$ cat config.mk
export PLATFORM = sky130hd
export DESIGN_NAME = prbs_checker_lfsr
export DESIGN_NICKNAME = d
export VERILOG_FILES = /design/src/rtl/prbs_checker_lfsr.sv
export SDC_FILE = /design/constraint.sdc
export NUM_CORES = 1
export LEC_CHECK = 0
export BUFFER_PORTS_ARGS = -buffer_cell sky130_fd_sc_hd__buf_2
export CAP_MARGIN = 20
export CELL_PAD_IN_SITES_DETAIL_PLACEMENT = 1
export CELL_PAD_IN_SITES_GLOBAL_PLACEMENT = 1
export CORE_AREA = 4 4 128 155
export CTS_BUF_LIST = sky130_fd_sc_hd__clkbuf_4
export CTS_CLUSTER_SIZE = 16
export DETAILED_ROUTE_END_ITERATION = 10
export DIE_AREA = 0 0 132 159
export PLACE_DENSITY_LB_ADDON = 0.1
export REMOVE_ABC_BUFFERS = 1
export SLEW_MARGIN = 20
export SYNTH_ARGS = -nofsm -noshare
export SYNTH_HDL_FRONTEND = slang
export SYNTH_SLANG_ARGS = --single-unit
export TNS_END_PERCENT = 50
$ cat constraint.sdc
create_clock -name dac_clk -period 3.05 [get_ports dac_clk]
set_input_delay 0.4575 -clock dac_clk [delete_from_list [all_inputs] [get_ports dac_clk]]
set_output_delay 0.4575 -clock dac_clk [all_outputs]
set_load 0.1 [all_outputs]
$ cat src/rtl/prbs_checker_lfsr.sv
// Receive-side PRBS checker: self-synchronising LFSR with lock tracking,
// per-bit error pulses and saturating bit/error counters.
module prbs_checker_lfsr #(
  parameter int LOCK_THRESH = 64,
  parameter int LOSS_WIN    = 128,
  parameter int LOSS_THRESH = 16
) (
  input  logic        dac_clk,
  input  logic        reset_n,
  input  logic        bit_valid,
  input  logic        rx_bit,
  input  logic [2:0]  pn_select,
  input  logic        clear_counters,
  output logic        locked,
  output logic        err_pulse,
  output logic [31:0] err_count,
  output logic [31:0] bit_count,
  output logic        err_saturated
);

  typedef enum logic {SEARCH, LOCKED} state_e;

  localparam logic [7:0]  LOCK_T   = 8'(LOCK_THRESH);
  localparam logic [9:0]  WIN_LAST = 10'(LOSS_WIN - 1);
  localparam logic [10:0] ERR_T    = 11'(LOSS_THRESH);

  state_e      state_q, state_d;
  logic [2:0]  pn_q, pn_d;
  logic [30:0] hist_q, hist_d;
  logic [4:0]  fill_q, fill_d;
  logic [7:0]  match_q, match_d;
  logic [9:0]  win_cnt_q, win_cnt_d;
  logic [10:0] win_err_q, win_err_d;
  logic        pulse_q, pulse_d;
  logic [31:0] ec_q, ec_d;
  logic [31:0] bc_q, bc_d;
  logic        sat_q, sat_d;

  logic [4:0]  n_len;
  logic [30:0] mask;
  logic        tap_n, tap_t;
  logic        exp_bit;
  logic        can_cmp;

  // Tap selection and prediction for the registered polynomial
  always_comb begin
    n_len = 5'd7;
    mask  = 31'h0000_007F;
    tap_n = hist_q[6];
    tap_t = hist_q[5];
    case (pn_q)
      3'd1: begin
        n_len = 5'd9;
        mask  = 31'h0000_01FF;
        tap_n = hist_q[8];
        tap_t = hist_q[4];
      end
      3'd2: begin
        n_len = 5'd11;
        mask  = 31'h0000_07FF;
        tap_n = hist_q[10];
        tap_t = hist_q[8];
      end
      3'd3: begin
        n_len = 5'd15;
        mask  = 31'h0000_7FFF;
        tap_n = hist_q[14];
        tap_t = hist_q[13];
      end
      3'd4: begin
        n_len = 5'd23;
        mask  = 31'h007F_FFFF;
        tap_n = hist_q[22];
        tap_t = hist_q[17];
      end
      3'd5: begin
        n_len = 5'd31;
        mask  = 31'h7FFF_FFFF;
        tap_n = hist_q[30];
        tap_t = hist_q[27];
      end
      default: ;
    endcase
    exp_bit = tap_n ^ tap_t;
    can_cmp = (fill_q >= n_len) && (|(hist_q & mask));
  end

  // Next-state: search/lock FSM, history, window and counters
  always_comb begin
    state_d   = state_q;
    pn_d      = pn_select;
    hist_d    = hist_q;
    fill_d    = fill_q;
    match_d   = match_q;
    win_cnt_d = win_cnt_q;
    win_err_d = win_err_q;
    pulse_d   = 1'b0;
    ec_d      = ec_q;
    bc_d      = bc_q;
    if (pn_select != pn_q) begin
      state_d   = SEARCH;
      hist_d    = '0;
      fill_d    = '0;
      match_d   = '0;
      win_cnt_d = '0;
      win_err_d = '0;
    end else if (bit_valid) begin
      unique case (state_q)
        SEARCH: begin
          hist_d = {hist_q[29:0], rx_bit};
          if (fill_q != 5'd31) fill_d = fill_q + 5'd1;
          if (can_cmp && (rx_bit == exp_bit)) begin
            match_d = match_q + 8'd1;
            if (match_d == LOCK_T) state_d = LOCKED;
          end else begin
            match_d = '0;
          end
        end
        LOCKED: begin
          hist_d = {hist_q[29:0], exp_bit};
          if (~&bc_q) bc_d = bc_q + 32'd1;
          if (win_cnt_q == WIN_LAST) begin
            win_cnt_d = '0;
            win_err_d = '0;
          end else begin
            win_cnt_d = win_cnt_q + 10'd1;
          end
          if (rx_bit != exp_bit) begin
            pulse_d = 1'b1;
            if (~&ec_q) ec_d = ec_q + 32'd1;
            if ((win_err_q + 11'd1) >= ERR_T) begin
              state_d   = SEARCH;
              fill_d    = '0;
              match_d   = '0;
              win_cnt_d = '0;
              win_err_d = '0;
            end else if (win_cnt_q != WIN_LAST) begin
              win_err_d = win_err_q + 11'd1;
            end
          end
        end
        default: ;
      endcase
    end
    sat_d = sat_q | (&ec_d);
    if (clear_counters) begin
      ec_d  = '0;
      bc_d  = '0;
      sat_d = 1'b0;
    end
  end

  // State and output registers
  always_ff @(posedge dac_clk or negedge reset_n) begin
    if (!reset_n) begin
      state_q   <= SEARCH;
      pn_q      <= '0;
      hist_q    <= '0;
      fill_q    <= '0;
      match_q   <= '0;
      win_cnt_q <= '0;
      win_err_q <= '0;
      pulse_q   <= 1'b0;
      ec_q      <= '0;
      bc_q      <= '0;
      sat_q     <= 1'b0;
    end else begin
      state_q   <= state_d;
      pn_q      <= pn_d;
      hist_q    <= hist_d;
      fill_q    <= fill_d;
      match_q   <= match_d;
      win_cnt_q <= win_cnt_d;
      win_err_q <= win_err_d;
      pulse_q   <= pulse_d;
      ec_q      <= ec_d;
      bc_q      <= bc_d;
      sat_q     <= sat_d;
    end
  end

  assign locked        = (state_q == LOCKED);
  assign err_pulse     = pulse_q;
  assign err_count     = ec_q;
  assign bit_count     = bc_q;
  assign err_saturated = sat_q;

endmodule

==> results.md <==
## Clock network
* **clock root buffer** clkbuf_4
* **number of levels in the clock H-tree** 4
* **clock-pin slew on the worst setup and hold paths** 130 ps
* **number of sinks handled by clock tree synthesis** 135
* **Clock Tree Buf Depth** 2
* **clk_lat worst skew** 570 ps
* **CTS tree** done
* **Inserted Clock Buffers** 17

## STA
* **crit share post-route** 102%
* **Slew HR** 58.7%
* **clock skew** 23.4 ps
* **post-layout min period** 3110 ps
* **Setup TNS** -60.6 ps
* **Setup-failing EPs final** 1
* **fin. max-slew vios** 0
* **transition time of the tightest slew-check pin** 619 ps
* **hold violation count in the final report** 0
* **Max Fclk** 0.321 GHz
* **PnR worst setup slack** -60.6 ps
* **RSZ-0062 raised after global routing** true

## Critical path
* **largest fanout on the critical path** 5
* **signal arrival time at the worst endpoint** 3570 ps
* **kind of cell adding the most delay to the critical path** compound AO/OA/AOI/OAI gates
* **crit-path max cell delay** 510 ps
* **CP required** 3510 ps
* **critical path class** flip-flop to flip-flop
* **cell-by-cell trace of the critical path** clkbuf_4 > nand2b_4 > o32ai_2 > o32ai_2 > buf_4 > o32ai_4 > o21ai_4 > a21o_4 > or4_4 > a2111oi_4 > nand4_1 > o32ai_2
* **source of the critical timing path** pn_q[2]
* **kind of launch point of the worst setup path** flip-flop
* **launch instance of the worst register-to-register path** pn_q[2]
* **Critical path buffers and inverters** 2
* **slowest CP cell** or4_4
* **dominant cell type by count on the critical path** o32ai_2
* **critical path endpoint category** flip-flop

## Synthesis
* **number of flip-flops and latches in the synthesized netlist** 135
* **sequential element share of the synthesized area** 43.6%
* **Post-synth EDFFs** 0
* **simple logic cell fraction of the synthesized area** 26.7%
* **multiplexer share of the synthesized area** 5.25%
* **Yosys warning total** 0
* **Distinct cells, synth** 73
* **complex-gate fraction of the synthesized area** 12.8%
* **predominant post-synthesis flop cell** dfrtp_1
* **post-synthesis share of cell area spent on xor and xnor gates** 6.22%
* **share of flip-flops with an asynchronous set or reset** 100%
* **Post-Synthesis Cell Area** 7740 sq um
* **dominant combinational cell family by area after synthesis** simple AND/OR/NAND/NOR gates
* **Synth Instances** 847
* **post-synthesis area per instance** 9.14 sq um
* **area share of fa/ha/maj cells after synthesis** 1.94%

## Routing
* **total via count after detailed routing** 6958
* **via density per instance** 5.68
* **number of remaining DRC errors** 0
* **number of optimization iterations in the first detailed-route pass** 4
* **routed wire length per instance** 18.6 um
* **drt total wl** 22800 um
* **remaining number of nets flagged by the antenna check after routing** 0
* **Starting DRT DRC Count** 331

## Pwr
* **Power per Cell Area** 366 nW/um^2
* **static leakage** 4.10 nW
* **Max VDD drop** 0.211 mV

## Global route
* **wire length of the first global-routing pass** 38100 um
* **Remaining Overflow, GRT** 0
* **maximum number of pins on one net before global-route repair** 59
* **combined global-route utilization of all metal layers** 21.9%
* **number of global-route vias before repair** 7449
* **number of antenna violations at the first check in global routing** 1

## Min path
* **worst hold start** pn_select[1]
* **worst hold path class** input pin to flip-flop

## Run status
* **failing checks** setup timing
* **status** finished, violations left

## Cells and area
* **Multi-input gate area** 4200 sq um
* **fill cell count** 2146
* **nets** 1005
* **area taken by flip-flops and latches** 3380 sq um
* **Syn-to-layout area delta** 20.2%
* **utilization after layout** 51.2%
* **layout cells sized above 1** 23.8%

## Place
* **global placer's final weighted congestion** 0.890
* **count of input and output buffers** 74
* **final HPWL from detailed placement** 16400 um

## Run
* **number of maximum-capacitance violations** 0

## Floorplanning
* **area inside the core boundary** 18200 sq um
* **Die Height** 159 um
* **placement row count** 54
* **die area** 21000 sq um
* **horizontal extent of the die** 132 um
* **I/O Pins** 75
* **effective utilization at floorplan** 42.6%

-- timing repair --
item	CTS	global route
hold buffers	1	0
setup buffers	2	7
endpoints found under the hold margin	56	0
endpoints found under the setup margin	6	27
pin swaps	1	4
gates resized for setup	13	17
-- metal layers --
layer	vias to the layer above	wire length [um]	global-route usage [%]
li1	3305	-	-
met1	3512	9740	27.2
met2	110	11800	38.1
met3	31	779	4.61
met4	0	454	6.59
met5	-	0	0
-- synth_stat cells, types with 5 or more instances --
cell type | n | share of area [%]
a211oi_1 | 7 | 0.68
a21oi_1 | 30 | 1.9
a31oi_1 | 5 | 0.40
and2_1 | 5 | 0.40
and3_1 | 15 | 1.2
and4_1 | 10 | 1.1
buf_2 | 8 | 0.52
clkbuf_1 | 21 | 1.0
dfrtp_1 | 135 | 44
ha_1 | 12 | 1.9
inv_1 | 21 | 1.0
mux2i_1 | 37 | 4.8
nand2_1 | 50 | 2.4
nand2b_1 | 17 | 1.4
nand3_1 | 46 | 3.0
nand4_1 | 27 | 2.2
nor2_1 | 130 | 6.3
nor2b_1 | 17 | 1.4
nor3_1 | 24 | 1.6
nor4_1 | 15 | 1.2
o211ai_1 | 7 | 0.68
o21ai_0 | 51 | 3.3
o31ai_1 | 10 | 0.97
or3_1 | 15 | 1.2
xnor2_1 | 31 | 3.5
xor2_1 | 24 | 2.7
-- per-stage QoR --
stage / std cells / instance area [sq um] / hold slack, ps / total power, mW / setup slack, ps
after floorplan: 809 / 7560 / 162 / 1.92 / -663
after global placement: 1180 / 8790 / 457 / 2.06 / 67.7
after detailed placement: 1180 / 8790 / 467 / 2.07 / -67.5
after CTS: 1215 / 9170 / 26.2 / 3.44 / 0.878
after global routing: 1224 / 9310 / 3.73 / 3.57 / -193
final: 1224 / 9310 / 51.9 / 3.41 / -60.6
-- area by class of cell --
| class | count | area share (%) |
|---|---|---|
| antenna | 2 | 0.0538 |
| clock buffer | 17 | 1.37 |
| clock inverter | 15 | 2.04 |
| inverter | 22 | 0.887 |
| multi-input combinational | 652 | 45.2 |
| sequential | 135 | 36.4 |
| tap | 224 | 3.01 |
| timing repair buffer | 157 | 11.1 |
-- state kept, by name, summed over array words and instances (netlist names) --
signal	flops
err_count	32
err_pulse	1
hist_q	31
fill_q	5
locked	1
pn_q	3
win_cnt_q	10
bit_count	32
match_q	8
err_saturated	1
win_err_q	11
-- cell families (layout without fill, tap and decap cells) --
| logic type | after synthesis | in the layout |
|---|---|---|
| simple gates | 400 | 400 |
| compound gates | 145 | 145 |
| flops | 135 | 135 |
| buf+inv | 60 | 211 |
| xor+xnor | 55 | 55 |
| mux | 40 | 40 |
| fa+ha+maj | 12 | 12 |
| other cells | 0 | 2 |
-- worst paths after layout --
kind                       cells past startpoint            end  slack (ps)
hold reg to reg                                1   win_cnt_q[4]         510
hold / removal                                 1        pn_q[1]          50
setup / recovery                              12  err_saturated         -60
min in group asynchronous                      2     hist_q[27]         410
max in group asynchronous                      3   err_count[1]        1860
setup reg to reg                              12  err_saturated         -60
-- report_power, final --
group / switching [mW] / internal, mW / leakage [nW]
registers: 0.00699 / 1.79 / 1.87
logic: 0.160 / 0.0821 / 2.06
clock network: 0.779 / 0.589 / 0.169
total: 0.946 / 2.47 / 4.10
-- placed cells by master, fill, tap and decap left out, drive strengths merged, types with 7 or more instances in the layout --
cell type  instances
o21ai             53
nand2b            18
a211oi             7
and4              11
o211ai             7
nor4              15
mux2i             38
clkbuf            18
xnor2             31
dfrtp            135
inv               28
nand4             28
nor3              24
nand2             50
xor2              24
nor2             131
ha                12
a21oi             30
and3              15
buf              155
o31ai             10
or3               16
nor2b             17
nand3             48
-- worst register-to-register path, delay by kind of cell, from the launching register on --
kind / cells / cell delay [ps]
AOI/OAI and AO/OA: 7 / 1520
and+or+nand+nor: 3 / 710
DFF: 1 / 420
buffers and inverters: 2 / 360
Note: power is estimated with default switching activity, not from simulation.
